[src/rtl/div_issue_queue_if.sv]
// div_issue_queue_if: dispatch, CDB and issue signals of the divider issue queue (flush port with DIV_IQ_FLUSH_EN)
interface div_issue_queue_if;
  logic        disp_en;
  logic [31:0] disp_op1, disp_op2;
  logic        disp_op1_rdy, disp_op2_rdy;
  logic [5:0]  disp_op1_tag, disp_op2_tag;
  logic [2:0]  disp_funct3;
  logic [5:0]  disp_tag;
  logic        full;
  logic        cdb_valid;
  logic [5:0]  cdb_tag;
  logic [31:0] cdb_data;
  logic        unit_busy;
  logic        queue_en;
  logic [31:0] op1, op2;
  logic [2:0]  funct3;
  logic [5:0]  tag_out;
  logic [3:0]  count;
`ifdef DIV_IQ_FLUSH_EN
  logic        flush;
`endif
  modport slave (
    input  disp_en, disp_op1, disp_op2, disp_op1_rdy, disp_op2_rdy, disp_op1_tag, disp_op2_tag,
           disp_funct3, disp_tag, cdb_valid, cdb_tag, cdb_data, unit_busy,
    output full, queue_en, op1, op2, funct3, tag_out, count
`ifdef DIV_IQ_FLUSH_EN
    , input flush
`endif
  );
  modport master (
    output disp_en, disp_op1, disp_op2, disp_op1_rdy, disp_op2_rdy, disp_op1_tag, disp_op2_tag,
           disp_funct3, disp_tag, cdb_valid, cdb_tag, cdb_data, unit_busy,
    input  full, queue_en, op1, op2, funct3, tag_out, count
`ifdef DIV_IQ_FLUSH_EN
    , output flush
`endif
  );
endinterface

[src/rtl/div_issue_queue.sv]
// div_issue_queue: age-ordered wakeup/select queue feeding the divider; DIV_IQ_FLUSH_EN adds a flush input
module div_issue_queue #(
  parameter int DEPTH = 4
) (
  input logic clk,
  input logic rst,
  div_issue_queue_if.slave b
);
  typedef struct packed {
    logic        v;
    logic [31:0] o1;
    logic        r1;
    logic [5:0]  t1;
    logic [31:0] o2;
    logic        r2;
    logic [5:0]  t2;
    logic [2:0]  f3;
    logic [5:0]  tag;
  } entry_t;
  entry_t     q [DEPTH];
  entry_t     w [DEPTH+1];
  entry_t     n [DEPTH];
  entry_t     ne, s;
  logic [3:0] cnt, cnt_n;
  logic       flush, found, issue, accept, full;
  int         sel;
`ifdef DIV_IQ_FLUSH_EN
  assign flush = b.flush;
`else
  assign flush = 1'b0;
`endif
  // tag 0 is what an idle divider drives onto the CDB, so it never wakes anything
  function automatic logic hit(input logic r, input logic [5:0] t);
    return b.cdb_valid && !r && t == b.cdb_tag && b.cdb_tag != 6'd0;
  endfunction
  assign full = cnt == 4'(DEPTH);
  always_comb begin
    found = 1'b0;
    sel = 0;
    s = '0;
    for (int i = DEPTH-1; i >= 0; i--)
      if (q[i].v && q[i].r1 && q[i].r2) begin
        found = 1'b1;
        sel = i;
        s = q[i];
      end
    issue = found && !b.unit_busy && !flush;
    accept = b.disp_en && !full;
    for (int i = 0; i < DEPTH; i++) begin
      w[i] = q[i];
      w[i].o1 = q[i].v && hit(q[i].r1, q[i].t1) ? b.cdb_data : q[i].o1;
      w[i].r1 = q[i].r1 || (q[i].v && hit(q[i].r1, q[i].t1));
      w[i].o2 = q[i].v && hit(q[i].r2, q[i].t2) ? b.cdb_data : q[i].o2;
      w[i].r2 = q[i].r2 || (q[i].v && hit(q[i].r2, q[i].t2));
    end
    w[DEPTH] = '0;
    ne.v = 1'b1;
    ne.o1 = hit(b.disp_op1_rdy, b.disp_op1_tag) ? b.cdb_data : b.disp_op1;
    ne.r1 = b.disp_op1_rdy || hit(b.disp_op1_rdy, b.disp_op1_tag);
    ne.t1 = b.disp_op1_tag;
    ne.o2 = hit(b.disp_op2_rdy, b.disp_op2_tag) ? b.cdb_data : b.disp_op2;
    ne.r2 = b.disp_op2_rdy || hit(b.disp_op2_rdy, b.disp_op2_tag);
    ne.t2 = b.disp_op2_tag;
    ne.f3 = b.disp_funct3;
    ne.tag = b.disp_tag;
    cnt_n = cnt - 4'(issue);
    for (int i = 0; i < DEPTH; i++) begin
      n[i] = issue && i >= sel ? w[i+1] : w[i];
      n[i] = accept && i == int'(cnt_n) ? ne : n[i];
    end
  end
  always_ff @(posedge clk or negedge rst) begin
    if (!rst) begin
      q <= '{default: '0};
      cnt <= '0;
    end else if (flush) begin
      q <= '{default: '0};
      cnt <= '0;
    end else begin
      q <= n;
      cnt <= cnt_n + 4'(accept);
    end
  end
  assign b.full     = full;
  assign b.count    = cnt;
  assign b.queue_en = issue;
  assign b.op1      = issue ? s.o1 : '0;
  assign b.op2      = issue ? s.o2 : '0;
  assign b.funct3   = issue ? s.f3 : '0;
  assign b.tag_out  = issue ? s.tag : '0;
endmodule

[src/flat_wrapper.sv]
// flat-port wrapper written by rule: the top's interface ports become plain ports
module div_issue_queue_flat 
#(
  parameter int DEPTH = 4
)
  (clk, rst, b_disp_en, b_disp_op1, b_disp_op2, b_disp_op1_rdy, b_disp_op2_rdy, b_disp_op1_tag, b_disp_op2_tag, b_disp_funct3, b_disp_tag, b_cdb_valid, b_cdb_tag, b_cdb_data, b_unit_busy, b_full, b_queue_en, b_op1, b_op2, b_funct3, b_tag_out, b_count);
  div_issue_queue_if b_i ();
  input logic clk;
  input logic rst;
  input wire logic [$bits(b_i.disp_en)-1:0] b_disp_en;
  input wire logic [$bits(b_i.disp_op1)-1:0] b_disp_op1;
  input wire logic [$bits(b_i.disp_op2)-1:0] b_disp_op2;
  input wire logic [$bits(b_i.disp_op1_rdy)-1:0] b_disp_op1_rdy;
  input wire logic [$bits(b_i.disp_op2_rdy)-1:0] b_disp_op2_rdy;
  input wire logic [$bits(b_i.disp_op1_tag)-1:0] b_disp_op1_tag;
  input wire logic [$bits(b_i.disp_op2_tag)-1:0] b_disp_op2_tag;
  input wire logic [$bits(b_i.disp_funct3)-1:0] b_disp_funct3;
  input wire logic [$bits(b_i.disp_tag)-1:0] b_disp_tag;
  input wire logic [$bits(b_i.cdb_valid)-1:0] b_cdb_valid;
  input wire logic [$bits(b_i.cdb_tag)-1:0] b_cdb_tag;
  input wire logic [$bits(b_i.cdb_data)-1:0] b_cdb_data;
  input wire logic [$bits(b_i.unit_busy)-1:0] b_unit_busy;
  output wire logic [$bits(b_i.full)-1:0] b_full;
  output wire logic [$bits(b_i.queue_en)-1:0] b_queue_en;
  output wire logic [$bits(b_i.op1)-1:0] b_op1;
  output wire logic [$bits(b_i.op2)-1:0] b_op2;
  output wire logic [$bits(b_i.funct3)-1:0] b_funct3;
  output wire logic [$bits(b_i.tag_out)-1:0] b_tag_out;
  output wire logic [$bits(b_i.count)-1:0] b_count;
  assign b_i.disp_en = b_disp_en;
  assign b_i.disp_op1 = b_disp_op1;
  assign b_i.disp_op2 = b_disp_op2;
  assign b_i.disp_op1_rdy = b_disp_op1_rdy;
  assign b_i.disp_op2_rdy = b_disp_op2_rdy;
  assign b_i.disp_op1_tag = b_disp_op1_tag;
  assign b_i.disp_op2_tag = b_disp_op2_tag;
  assign b_i.disp_funct3 = b_disp_funct3;
  assign b_i.disp_tag = b_disp_tag;
  assign b_i.cdb_valid = b_cdb_valid;
  assign b_i.cdb_tag = b_cdb_tag;
  assign b_i.cdb_data = b_cdb_data;
  assign b_i.unit_busy = b_unit_busy;
  assign b_full = b_i.full;
  assign b_queue_en = b_i.queue_en;
  assign b_op1 = b_i.op1;
  assign b_op2 = b_i.op2;
  assign b_funct3 = b_i.funct3;
  assign b_tag_out = b_i.tag_out;
  assign b_count = b_i.count;
  div_issue_queue #(.DEPTH(DEPTH)) u_core (.clk(clk), .rst(rst), .b(b_i));
endmodule
[config.mk]
export PLATFORM = sky130hd
export DESIGN_NAME = div_issue_queue_flat
export DESIGN_NICKNAME = d
export VERILOG_FILES = /design/src/rtl/div_issue_queue_if.sv /design/src/rtl/div_issue_queue.sv /design/src/flat_wrapper.sv
export SDC_FILE = /design/constraint.sdc
export NUM_CORES = 1
export LEC_CHECK = 0
export CORE_UTILIZATION = 33
export CTS_CLUSTER_SIZE = 10
export DETAILED_ROUTE_END_ITERATION = 8
export HOLD_SLACK_MARGIN = 0.06
export SLEW_MARGIN = 10
export SYNTH_ARGS = -nofsm -noshare
export SYNTH_HDL_FRONTEND = slang
export SYNTH_SLANG_ARGS = --single-unit
[constraint.sdc]
create_clock -name clk -period 3.1 [get_ports clk]
set_input_delay 0.465 -clock clk [delete_from_list [all_inputs] [get_ports clk]]
set_output_delay 0.465 -clock clk [all_outputs]
set_load 0.02 [all_outputs]
==> run metrics <==
CP Data Required Time=around 2.6 ns; Synth Area in XOR/XNOR=2.74%; setup ws final=between 0.01 and 0.015 ns; slowest stage cell, crit path=dfrtp_1; Seq/Total Area, Yosys=42.2%; RSZ-0062 raised after global routing=true; initial antenna violation count=1; Clock Tree Buf Depth=3; worst path cell trace=nand3_4, buf_6, buf_16, nand2b_4, buf_12, o22ai_1, nor3_1, dlygate4sd2_1; family with the most delay on the worst path=buffers and inverters; Die Y=between 200 and 300 um; I/O Buffers=208; vias in the first global route=22,403; CP Depth=8; Synth top area share=between 40% and 50%; CORE AREA=0.0632 mm2; R2R depth=14; Synth Area in Simple Gates=17.0%; sw frac=around two fifths; Worst Setup Start Kind=register; post-route antenna net violation count=0; pwr dens=931 mW/mm2; pre-CTS setup slack=-0.522 ns; Final Cycle Share=~100%; layout cell share with drive strength beyond 1=roughly 20%; most frequent cells in the layout=dfrtp_1 (356), nand2_1 (246), buf_4 (225); clock power share=19.9%; Logic pwr share=47.3%; DR iter-0 viols=3,081; Crit path buffers/inverters=4; TritonCTS buffer count=46; syn_nets=~2,500; mux cell area share after synthesis=about 7%; Sink Count=between 300 and 400; post-route minimum period=3.09 ns; Netlist cell types=~60; GR Util All Layers=28.3%; Die Wd=255 um; Root Buffer=clkbuf_16; synthesized cell area=0.0211 mm2; Rel. slew slack=39.8%; Max Clk Rate=0.324 GHz; Pint=15.5 mW; Worst-path clk slew=0.06 ns; Yosys reg bits=about 360; reg-to-reg critical path startpoint=u_core.q[103]; # IOs=209; Mapped Cells=2,365; Total Wirelength=95,300 um; largest net degree at the start of global routing=74; main combinational cell family by area after synthesis=compound AO/OA/AOI/OAI gates; leakage power=approximately 13 nW; nets=2,781; initial core utilization=33.4%; CTS H-tree lvls=2; Fin Clk Skew=approximately 0.014 ns; Crit. End Element=output port; CTS tree=yes; Arr. time, crit path=about 2.6 ns; Worst Setup SP=u_core.q[318]; total gr overflow=0; via count=22,725; most common flop cell mapped by yosys=dfrtp_1; Setup Viol. Count Final=0; complex-gate fraction of the synthesized area=25.1%; Hold WC Path Type=in -> async; final core utilization=44.7%; Avg Cell Area, Syn=slightly below 9 um2; yosys warns=0; outcome=completed; R2R Path End=u_core.q[333]; Async S/R FF share, synth=100%; drt drc=0; slowest stage delay, CP=0.42 ns; Peak VDD IR=0.000523 V; ranking of synthesized cells by area=dfrtp_1 (42%), mux2i_1 (6.3%), o22ai_1 (5.3%); drt pass-1 iters=6; Post-Route Setup TNS=0 ns; first-pass GRT wire length=140,000 um; Net Switching=10.8 mW; Synth Area in Adders=0.237%; number of flops mapped to enable cells by yosys=0; die area=0.0650 mm2; critical path class=reg -> out; most common cell after layout, fill and taps aside=dfrtp_1; Critical Path Fanout Max=17; Yosys top cell by area=dfrtp_1; FF-to-FF setup slack=0.06 ns; Site Rows=92; worst-skew pair later-pin latency=0.60 ns; dpl hpwl=58,100 um; drt wl/cell=27.1 um; Final Max Slew Viols=0; worst slew pin tran=~0.90 ns; number of max-cap violations=0; Area Growth Syn to Fin=33.8%; RD Place Congestion=between 0.8 and 0.9; sequential power share=32.8%; vias per cell=6.45; Fin. Hold Viols=0
[kinds of logic (layout without fill, tap and decap cells)]
family          Yosys count  count (layout)
simple gates            786             786
compound gates          719             719
flops                   356             356
fa+ha+maj                 4               4
mux                     148             148
other cells               0               2
xor+xnor                 66              66
buf+inv                 286             594
[state kept, by name, summed over array words and instances (netlist names)]
signal          count
u_core.q          352
u_core.b.count      4
[metrics by stage]
stage          cell area [um2]  power, mW  hold slack, ns  cells
2_1_floorplan            21100       15.5           0.169   2365
3_3_place_gp             26000       19.5           0.462   3423
3_5_place_dp             26000       20.0           0.474   3423
4_1_cts                  27900       25.7           0.479   3513
5_1_grt                  28200       27.5           0.495   3519
6_report                 28200       26.3           0.439   3521
[power groups by stage]
| stage | logic, mW | registers [mW] | clock network, mW |
|---|---|---|---|
| floorplan | 7.34 | 8.13 | 0 |
| global placement | 11.1 | 8.43 | 0 |
| detailed placement | 11.4 | 8.53 | 0 |
| CTS | 11.9 | 8.51 | 5.25 |
| global route | 13.2 | 8.83 | 5.43 |
| finish | 12.4 | 8.63 | 5.23 |
[metal layers]
layer | track usage, % | vias up | routed length (um)
met4 | 12.8 | 0 | 4470
met3 | 6.51 | 319 | 10800
met1 | 36.1 | 11158 | 36200
met2 | 45.3 | 1686 | 43900
li1 | - | 9562 | -
met5 | 0 | - | 0
[worst max-delay path by stage]
stage	slack [ns]	to
after floorplan	0.05	u_core.q[210]
after global placement	-0.46	u_core.q[193]
after detailed placement	-0.52	u_core.q[193]
after CTS	-0.004	b_op2[17]
after global routing	-0.02	b_op2[26]
final	0.01	b_op1[13]
[cell usage after synthesis (all sizes together), types with 11 or more instances]
cell type / instances
and3: 17
a21o: 34
a221o: 18
mux2: 14
nor3: 163
o221a: 44
o22ai: 180
dfrtp: 356
a22o: 53
mux2i: 134
or3: 37
inv: 11
a221oi: 100
clkbuf: 190
xor2: 59
nor2: 158
buf: 85
nand2: 250
a21oi: 35
o21ai: 60
o311ai: 35
a22oi: 32
nand3: 127
a31oi: 96
[what timing repair did]
item / CTS / global route
buffers inserted: 7 / 3
gates resized for setup: 182 / 70
pin swaps: 11 / 18
hold endpoints to repair: 58 / 0
setup endpoints to repair: 317 / 164
cloned: 9 / 4
hold buffers: 1 / 0
[worst reg2reg max path: stages (launching register included)]
cell     delay [ns]
dfrtp_1        0.38
and3_4         0.22
nor2_4         0.14
a21o_4         0.18
inv_4          0.05
ha_4           0.17
ha_4           0.17
buf_4          0.14
o21ai_2        0.14
buf_6          0.13
buf_4          0.11
nand3_4        0.10
buf_4          0.18
a21oi_2        0.58
a221o_1        0.28
[final cells by class]
class	count	area, um2
Fill cell	5902	35000
Timing Repair Buffer	509	5260
Antenna cell	2	5.00
Inverter	11	43.8
Clock inverter	10	97.6
Clock buffer	64	1320
Multi-Input combinational cell	1723	11500
Tap cell	846	1060
Sequential cell	356	8910
No activity file was read; power rests on OpenSTA's default activity.
